--- src/rtl/seg_scan_decoder.sv ---
// seg_scan_decoder
//   Receive-side decoder for the 8-digit multiplexed 7-segment scan bus.
//   It rebuilds HH-MM-SS frames from the active-low digit strobe and segment
//   pattern, checks their format and range, and commits binary time once a
//   frame has repeated STABLE_FRAMES times.
// Ports:
//   clk_5k      scan clock
//   rst         synchronous reset, active-high
//   digit[7:0]  active-low one-hot digit select (bit k low = position k)
//   seg[6:0]    active-low segments, bit6 = a ... bit0 = g
//   sec/min     committed seconds/minutes, binary 0-59
//   hour        committed hours, binary 0-23
//   time_valid  one-cycle pulse on (re)commit
//   frame_err   one-cycle pulse on frame abort
//   locked      high after a commit, cleared by frame_err or rst
module seg_scan_decoder #(
  parameter int unsigned STABLE_FRAMES = 2
) (
  input  logic       clk_5k,
  input  logic       rst,
  input  logic [7:0] digit,
  input  logic [6:0] seg,
  output logic [5:0] sec,
  output logic [5:0] min,
  output logic [4:0] hour,
  output logic       time_valid,
  output logic       frame_err,
  output logic       locked
);

  localparam logic [3:0] STABLE_N = 4'(STABLE_FRAMES);

  typedef enum logic {HUNT, COLLECT} state_t;

  state_t     state;
  logic [7:0] digit_q, digit_prev;
  logic [6:0] seg_q;
  logic [2:0] exp;
  logic [3:0] match_cnt;
  logic [3:0] s_one, s_ten, m_one, m_ten, h_one;
  logic [5:0] prev_sec, prev_min;
  logic [4:0] prev_hour;

  logic [7:0] sel;
  logic       new_sample, onehot, is_digit, is_dash, glyph_ok, start_ok, range_ok;
  logic [2:0] pos;
  logic [3:0] gval;
  logic [5:0] f_sec, f_min;
  logic [4:0] f_hour;
  logic       restart_cnt, commit;
  logic [3:0] cnt_next;

  always_comb begin
    sel        = ~digit_q;
    new_sample = (digit_q != digit_prev);
    onehot     = (sel != '0) && ((sel & (sel - 8'd1)) == '0);
    pos        = '0;
    for (int unsigned i = 0; i < 8; i++) begin
      if (sel[i]) pos = 3'(i);
    end

    is_digit = 1'b1;
    is_dash  = 1'b0;
    gval     = '0;
    case (seg_q)
      7'b0000001: gval = 4'd0;
      7'b1001111: gval = 4'd1;
      7'b0010010: gval = 4'd2;
      7'b0000110: gval = 4'd3;
      7'b1001100: gval = 4'd4;
      7'b0100100: gval = 4'd5;
      7'b0100000: gval = 4'd6;
      7'b0001111: gval = 4'd7;
      7'b0000000: gval = 4'd8;
      7'b0000100: gval = 4'd9;
      7'b1111110: begin
        is_digit = 1'b0;
        is_dash  = 1'b1;
      end
      default: is_digit = 1'b0;
    endcase

    glyph_ok = ((pos == 3'd2) || (pos == 3'd5)) ? is_dash : is_digit;
    start_ok = onehot && (pos == 3'd0) && is_digit;

    // Only meaningful on the position-7 sample, where gval is hour tens.
    range_ok = (s_ten <= 4'd5) && (m_ten <= 4'd5) && (gval <= 4'd2) &&
               !((gval == 4'd2) && (h_one > 4'd3));
    f_sec  = {2'b00, s_ten} * 6'd10 + {2'b00, s_one};
    f_min  = {2'b00, m_ten} * 6'd10 + {2'b00, m_one};
    f_hour = {1'b0, gval} * 5'd10 + {1'b0, h_one};

    // A zero count marks the first good frame after reset or an abort.
    restart_cnt = (match_cnt == '0) || (f_sec != prev_sec) ||
                  (f_min != prev_min) || (f_hour != prev_hour);
    if (restart_cnt)                cnt_next = 4'd1;
    else if (match_cnt < STABLE_N)  cnt_next = match_cnt + 4'd1;
    else                            cnt_next = match_cnt;
    // Saturated identical frames must not re-commit.
    commit = (cnt_next == STABLE_N) && (restart_cnt || (match_cnt < STABLE_N));
  end

  always_ff @(posedge clk_5k) begin
    if (rst) begin
      digit_q    <= '1;
      digit_prev <= '1;
      seg_q      <= '1;
      state      <= HUNT;
      exp        <= '0;
      match_cnt  <= '0;
      s_one      <= '0;
      s_ten      <= '0;
      m_one      <= '0;
      m_ten      <= '0;
      h_one      <= '0;
      prev_sec   <= '0;
      prev_min   <= '0;
      prev_hour  <= '0;
      sec        <= '0;
      min        <= '0;
      hour       <= '0;
      time_valid <= 1'b0;
      frame_err  <= 1'b0;
      locked     <= 1'b0;
    end else begin
      digit_q    <= digit;
      seg_q      <= seg;
      digit_prev <= digit_q;
      time_valid <= 1'b0;
      frame_err  <= 1'b0;
      if (new_sample) begin
        case (state)
          HUNT: begin
            if (start_ok) begin
              s_one <= gval;
              exp   <= 3'd1;
              state <= COLLECT;
            end
          end
          COLLECT: begin
            if (!onehot || (pos != exp) || !glyph_ok) begin
              frame_err <= 1'b1;
              locked    <= 1'b0;
              match_cnt <= '0;
              // A valid position 0 arriving early starts the next frame at once.
              if (start_ok) begin
                s_one <= gval;
                exp   <= 3'd1;
                state <= COLLECT;
              end else begin
                exp   <= '0;
                state <= HUNT;
              end
            end else begin
              case (pos)
                3'd0:    s_one <= gval;
                3'd1:    s_ten <= gval;
                3'd3:    m_one <= gval;
                3'd4:    m_ten <= gval;
                3'd6:    h_one <= gval;
                default: ;
              endcase
              exp <= exp + 3'd1;
              if (pos == 3'd7) begin
                if (!range_ok) begin
                  frame_err <= 1'b1;
                  locked    <= 1'b0;
                  match_cnt <= '0;
                  exp       <= '0;
                  state     <= HUNT;
                end else begin
                  prev_sec  <= f_sec;
                  prev_min  <= f_min;
                  prev_hour <= f_hour;
                  match_cnt <= cnt_next;
                  if (commit) begin
                    sec        <= f_sec;
                    min        <= f_min;
                    hour       <= f_hour;
                    time_valid <= 1'b1;
                    locked     <= 1'b1;
                  end
                end
              end
            end
          end
          default: state <= HUNT;
        endcase
      end
    end
  end

endmodule
--- config.mk ---
export PLATFORM = sky130hd
export DESIGN_NAME = seg_scan_decoder
export DESIGN_NICKNAME = d
export VERILOG_FILES = /design/src/rtl/seg_scan_decoder.sv
export SDC_FILE = /design/constraint.sdc
export NUM_CORES = 1
export LEC_CHECK = 0
export ABC_AREA = 1
export CAP_MARGIN = 40
export CELL_PAD_IN_SITES_DETAIL_PLACEMENT = 0
export CELL_PAD_IN_SITES_GLOBAL_PLACEMENT = 2
export CORE_MARGIN = 3
export CORE_UTILIZATION = 35
export CTS_BUF_LIST = sky130_fd_sc_hd__clkbuf_8 sky130_fd_sc_hd__clkbuf_16
export CTS_CLUSTER_DIAMETER = 100
export DETAILED_ROUTE_END_ITERATION = 8
export PLACE_DENSITY = 0.93
export SYNTH_ARGS = -nofsm -noshare
export SYNTH_HDL_FRONTEND = slang
export SYNTH_SLANG_ARGS = --single-unit
--- constraint.sdc ---
create_clock -name clk_5k -period 5.2 [get_ports clk_5k]
set_input_delay 0.78 -clock clk_5k [delete_from_list [all_inputs] [get_ports clk_5k]]
set_output_delay 0.78 -clock clk_5k [all_outputs]
set_load 0.05 [all_outputs]
== After elaboration in Yosys (flattened, before gate mapping) ==
Index checks and enable logic that the tools add are counted.
Storage, ports and cells
  bits in registers: 88
  bits in read-only memories: 0
  logic and storage cells: 144
  bits of input ports: 17
  bits in writable memories: 0
  bits in latches: 0
  memories: 0
Operators by class
  bitwise gates (word level): 7
  $lt $le $gt $ge: 5
  add/sub/neg operators: 6
  reductions and logical operators: 37
  multiply operators: 3
  multiplexer cells: 39
  shift-type cells: 0
  div/mod/pow operators: 0
  equality and inequality tests: 27
Operator list (number)
  4-bit one-hot mux with 9 select lines: 1
  4-bit two-way mux: 8
  3-bit two-way mux: 10
  7-bit equality test (second input constant): 3
  4-bit AND reduction: 5
  1-bit two-way mux: 17
  7-bit by 3-bit equality test with 1-bit output (second input constant): 2
  7-bit by 6-bit equality test with 1-bit output (second input constant): 2
  6-bit by 4-bit adder with 6-bit output: 2
  3-bit equality test (second input constant): 4
  6-bit inequality test: 2
  4-bit by 3-bit multiplier with 5-bit output (second input constant): 2
  10-bit OR reduction: 1
  8-bit AND: 1
  4-bit by 2-bit equality test with 1-bit output (second input constant): 2
  4-bit by 3-bit less-or-equal comparator with 1-bit output (second input constant): 2
  1-bit logical AND: 8
  8-bit logical NOT: 1
  8-bit inequality test: 1
  8-bit inverter: 1
  4-bit one-hot mux with 2 select lines: 1
  8-bit nonzero test: 1
  8-bit by 1-bit subtractor with 8-bit output (second input constant): 1
  7-bit by 1-bit equality test with 1-bit output (second input constant): 1
  30 further kinds: 45

== Longest topological paths before layout ==
  depth in word-level cells: 15
  mapped depth: 25
  mapped depth without buffers: 25

== Least setup slack after synthesis ==
No wires, ideal clock.
  kind: register to register
  from: reg seg_q[6]
  to: reg hour[0]
  arrival time: 2.964 ns
  library setup time: 0.114 ns
  setup slack: 2.122 ns
  stages on the path, launching flop included: 24
  required time: 5.086 ns
  path through: dfxtp_1 inv_2 nand3_1 nor2_2 clkinv_1 nand2_2 nor2_2 inv_1 ha_1 ha_1 or2_1 nand3_1 nand2_1 nor2_1 nand3_1 nor2_1 nand3_1 nor2_1 nand2_2 nor2_4 nand3_4 buf_2 nand3_1 nand2_1
Between the ends
  word-level cells in the longest chain between the ends: 10
RTL lines
  start: declaration: RTL line 37  | logic [6:0] seg_q;
  start signal: assignment: RTL line 127  | seg_q <= seg;
  7-bit by 3-bit equality test with 1-bit output, or another cell as far along: RTL line 65  | case (seg_q)
  4-bit one-hot mux with 9 select lines (*): RTL line 65
  via gval[2]: RTL line 47  | logic [3:0] gval;
  4-bit by 3-bit multiplier with 4-bit output: RTL line 91  | f_hour = {1'b0, gval} * 5'd10 + {1'b0, h_one};
  5-bit by 4-bit adder with 5-bit output: RTL line 91
  5-bit inequality test: RTL line 95  | (f_min != prev_min) || (f_hour != prev_hour);
  1-bit logical OR: RTL line 95
  4-bit two-way mux: RTL line 96  | if (restart_cnt) cnt_next = 4'd1;
  4-bit by 2-bit equality test with 1-bit output: RTL line 100  | commit = (cnt_next == STABLE_N) && (restart_cnt || (match_cnt < STABLE_N));
  1-bit logical AND: RTL line 100
  6-bit AND reduction (no line) (*)
  end signal: assignment: RTL line 179  | hour <= f_hour;
  end: declaration: RTL line 25  | output logic [4:0] hour,
Mark *: on every way through the listed nets, which the timed path passes. The rest lies on a longest branch.
A chain may end at the register's enable or synchronous reset.

== Worst setup path after layout ==
  from: reg seg_q[5]
  to: reg min[2]
Between the ends
  word-level cells in the longest chain between the ends: 10
RTL lines
  7-bit by 3-bit equality test with 1-bit output, or another cell as far along: RTL line 65
  4-bit one-hot mux with 9 select lines (*): RTL line 65
  via gval[0]: RTL line 47
  4-bit by 3-bit multiplier with 4-bit output (*): RTL line 91
  5-bit by 4-bit adder with 5-bit output (*): RTL line 91
  via f_hour[2]: RTL line 49  | logic [4:0] f_hour;
  5-bit inequality test (*): RTL line 95
  1-bit logical OR (*): RTL line 95
  4-bit two-way mux: RTL line 96
  4-bit by 2-bit equality test with 1-bit output: RTL line 100
  1-bit logical AND (*): RTL line 100
  6-bit AND reduction (no line) (*)
  end signal: assignment: RTL line 178  | min <= f_min;
  end: declaration: RTL line 24  | output logic [5:0] min,
Marks and branches as above.

==> impl_results.md <==
- Yosys reg bits: 88
- Final setup vio count: 0
- Bufs and invs on worst path: 2
- Antenna Violating Nets Remaining: 0
- First-pass GRT wire length: 19,330 um
- Syn Std Cell Area: 4817 um^2
- Synth warn: 0
- Fmax: 0.2745 GHz
- Internal power: 1.055 mW
- Worst-Skew Late Latency: 350 ps
- Yosys cell types: 42
- Syn Nets: 756
- Register area share after synthesis: 36.57%
- Critical path cell sequence: nor2_4 -> nand2_8 -> inv_4 -> nand3_1 -> nand3_1 -> ha_1 -> fa_1 -> inv_1 -> nand2_1 -> nand2_1 -> nor2_1 -> nand2_1 -> nor2_1 -> nand3_1 -> nor2_1 -> nand3_1 -> nor2_1 -> nand2_2 -> nor2_4 -> nand3_4 -> nor2_4 -> nand2_1 -> nand2_1
- # Post-CTS Setup Buffers: 0
- Vias in the first global route: 4,167
- Largest net degree at the start of global routing: 25
- Maxcap violations: 0
- Post-Synthesis Cells: 717
- Die Ht: 123.3 um
- CTS Buf Count: 9
- I/O Buffers: 36
- RePlAce Congestion: 0.8260
- Layout net count: 794
- Worst R2R End: min[2]
- Hold/Removal Path Class: reg2reg
- Final Total Pwr: 1.424 mW
- First DRT Iteration DRCs: 174
- Final wirelength: 11,290 um
- Ranking of synthesized cells by area: dfxtp_1, nand2_1, inv_1
- DR vias: 4,310
- TritonCTS clock tree: yes
- CP most frequent cell: nand2_1
- Hold Path Stages: 2
- I/O Pins: 37
- Worst-path clk slew: 70 ps
- R2r setup slk: 1560 ps
- Slew headroom: 44.94%
- Clock power share: 44.7%
- Routed len/inst: 12.06 um
- Hold WS: 465.7 ps
- Drt drc: 0
- Starting density of the core: 36.09%
- Area grow syn2layout: 17.51%
- Mean Syn Cell Area: 6.718 um^2
- Reg2Reg Depth: 23
- Status: finished clean
- Root Driver: clkbuf_16
- GRT overflow: 0
- Total net switching power: 368.8 uW
- CP max FO: 18
- Sw frac: 25.90%
- Final Hold Viols: 0
- Worst setup path category: reg2reg
- Worst R2R Start: seg_q[5]
- Minimum clock period: 3643 ps
- Pwr Density: 251.5 nW/um^2
- Share of cells above drive strength 1: 10.13%
- Rows: 42
- Sink Count: 88
- Worst path arrival time: 3940 ps
- EDFF count, synth: 0
- GRT Resource Usage Total: 16.07%
- Main synth FF type: dfxtp_1
- Initial antenna violation count: 0
- Slowest-stage cell, CP: fa_1
- DIE WIDTH: 123.3 um
- Worst min-delay path startpoint: s_one[1]
- TritonRoute pass-1 iters: 4
- Dpl hpwl: 8808 um
- CTS resizes: 0
- Antenna diodes: 0
- Yosys top cell area share: 36.57%
- Area leader, netlist: dfxtp_1
- Core Region: 13,350 um^2
- RSZ-0062 raised after global routing: no
- Fin Setup TNS: 0 ps
- # fillers: 1,415
- P_leak: 2.701 nW
- Asr flop ratio synth: 0%
- Max-slew violations: 0
- Final period util: 70.06%
- Synth cell count leaders: nand2_1, inv_1, dfxtp_1, nor2_1, nand3_1
- CP delay by family, top: simple AND/OR/NAND/NOR gates
- Comb pwr share: 6.9%
- Worst-Margin Slew: 823.5 ps
- Post-CTS Hold Buffers: 0
- Clock Path Buffers: 2
- Slowest stage delay, CP: 560 ps
- Worst hold endpoint: s_one[1]
- Die area: 15,210 um^2
- Data required time of the worst path: 5500 ps
- Vias per cell: 4.605
- Sequential share of power: 48.5%
- VDD IR max: 0.0002590 V
- Nature of the critical path endpoint: flip-flop
- Worst clock skew: 11.18 ps
- Setup crit start kind: flip-flop
- H-tree depth: 3
- Count leader, synth: nand2_1
==> placed cells by master, fill, tap and decap left out, types with 3 or more instances in the layout <==
cell,n
buf_4,3
clkbuf_16,9
xor2_1,4
clkdlybuf4s50_1,36
ha_1,19
nand2_1,198
fa_1,3
inv_1,100
nand3_1,51
or2_1,3
nor2_4,6
dfxtp_1,88
o21ai_0,40
nand4_1,9
nand2_2,10
a21oi_1,34
inv_6,4
nor3_1,5
nor2_1,82
nor2_2,5
inv_2,6
or2_2,21
==> worst min-delay path: cells and delay by family, from the launching register on <==
| family | cells | cell delay (ps) |
|---|---|---|
| AO/OA/AOI/OAI | 1 | 50 |
| flip-flops | 1 | 320 |
| buffers and inverters | 1 | 50 |
==> worst max path at each step <==
stage / from / end / slack, ps / cells past startpoint
after global placement: seg_q[2] / min[0] / 1680 / 23
after global routing: seg_q[5] / hour[1] / 1060 / 23
after CTS: seg_q[5] / min[2] / 1510 / 23
after detailed placement: seg_q[5] / min[2] / 1520 / 23
after floorplan: seg_q[6] / hour[0] / 2120 / 23
final: seg_q[5] / min[2] / 1560 / 23
==> kinds of logic (layout without fill, tap and decap cells) <==
logic type	count (synthesis)	count (layout)	share of synthesized area, %
buf+inv	122	165	9.948
compound gates	81	81	8.831
fa+ha+maj	22	22	6.182
simple gates	399	399	37.56
flops	88	88	36.57
xor+xnor	5	5	0.9090
==> power groups by stage <==
stage	logic [mW]	registers (mW)	clock network, mW
after floorplan	0.0682	0.703	0
after global placement	0.0964	0.705	0
after detailed placement	0.0986	0.706	0
after CTS	0.0988	0.690	0.651
after global routing	0.113	0.691	0.677
final	0.0976	0.690	0.636
==> through the flow <==
step | setup slack (ps) | area, um^2 | cells | utilization (%)
floorplan | 2122 | 4817 | 717 | -
global placement | 1677 | 5358 | 919 | 40.14
detailed placement | 1519 | 5373 | 920 | 40.25
CTS | 1515 | 5660 | 936 | 42.41
global route | 1056 | 5660 | 936 | 42.41
finish | 1557 | 5660 | 936 | 42.41
==> layout make-up <==
cell class | instances | area [um^2] | area share, %
clock inverter | 7 | 62.56 | 1.105
tap | 176 | 220.2 | 3.890
inverter | 109 | 416.7 | 7.361
sequential | 88 | 1762 | 31.12
multi-input combinational | 507 | 2576 | 45.51
clock buffer | 9 | 225.2 | 3.979
timing repair buffer | 40 | 397.9 | 7.029
==> registers in the layout, indices dropped and copies added, names as in the netlist <==
name / cells
digit_prev: 8
digit_q: 8
exp: 3
frame_err: 1
h_one: 4
hour: 5
locked: 1
m_one: 4
m_ten: 4
match_cnt: 4
min: 6
prev_hour: 5
prev_min: 6
prev_sec: 6
s_one: 4
s_ten: 4
sec: 6
seg_q: 7
state: 1
time_valid: 1
==> routing by layer <==
| layer | up-vias | track usage, % | wire [um] |
|---|---|---|---|
| li1 | 2308 | - | - |
| met1 | 1951 | 20.46 | 5513 |
| met2 | 41 | 27.29 | 5319 |
| met3 | 10 | 3.339 | 317 |
| met4 | 0 | 4.983 | 134 |
| met5 | - | 0 | 0 |
(Power assumes the default switching activity.)
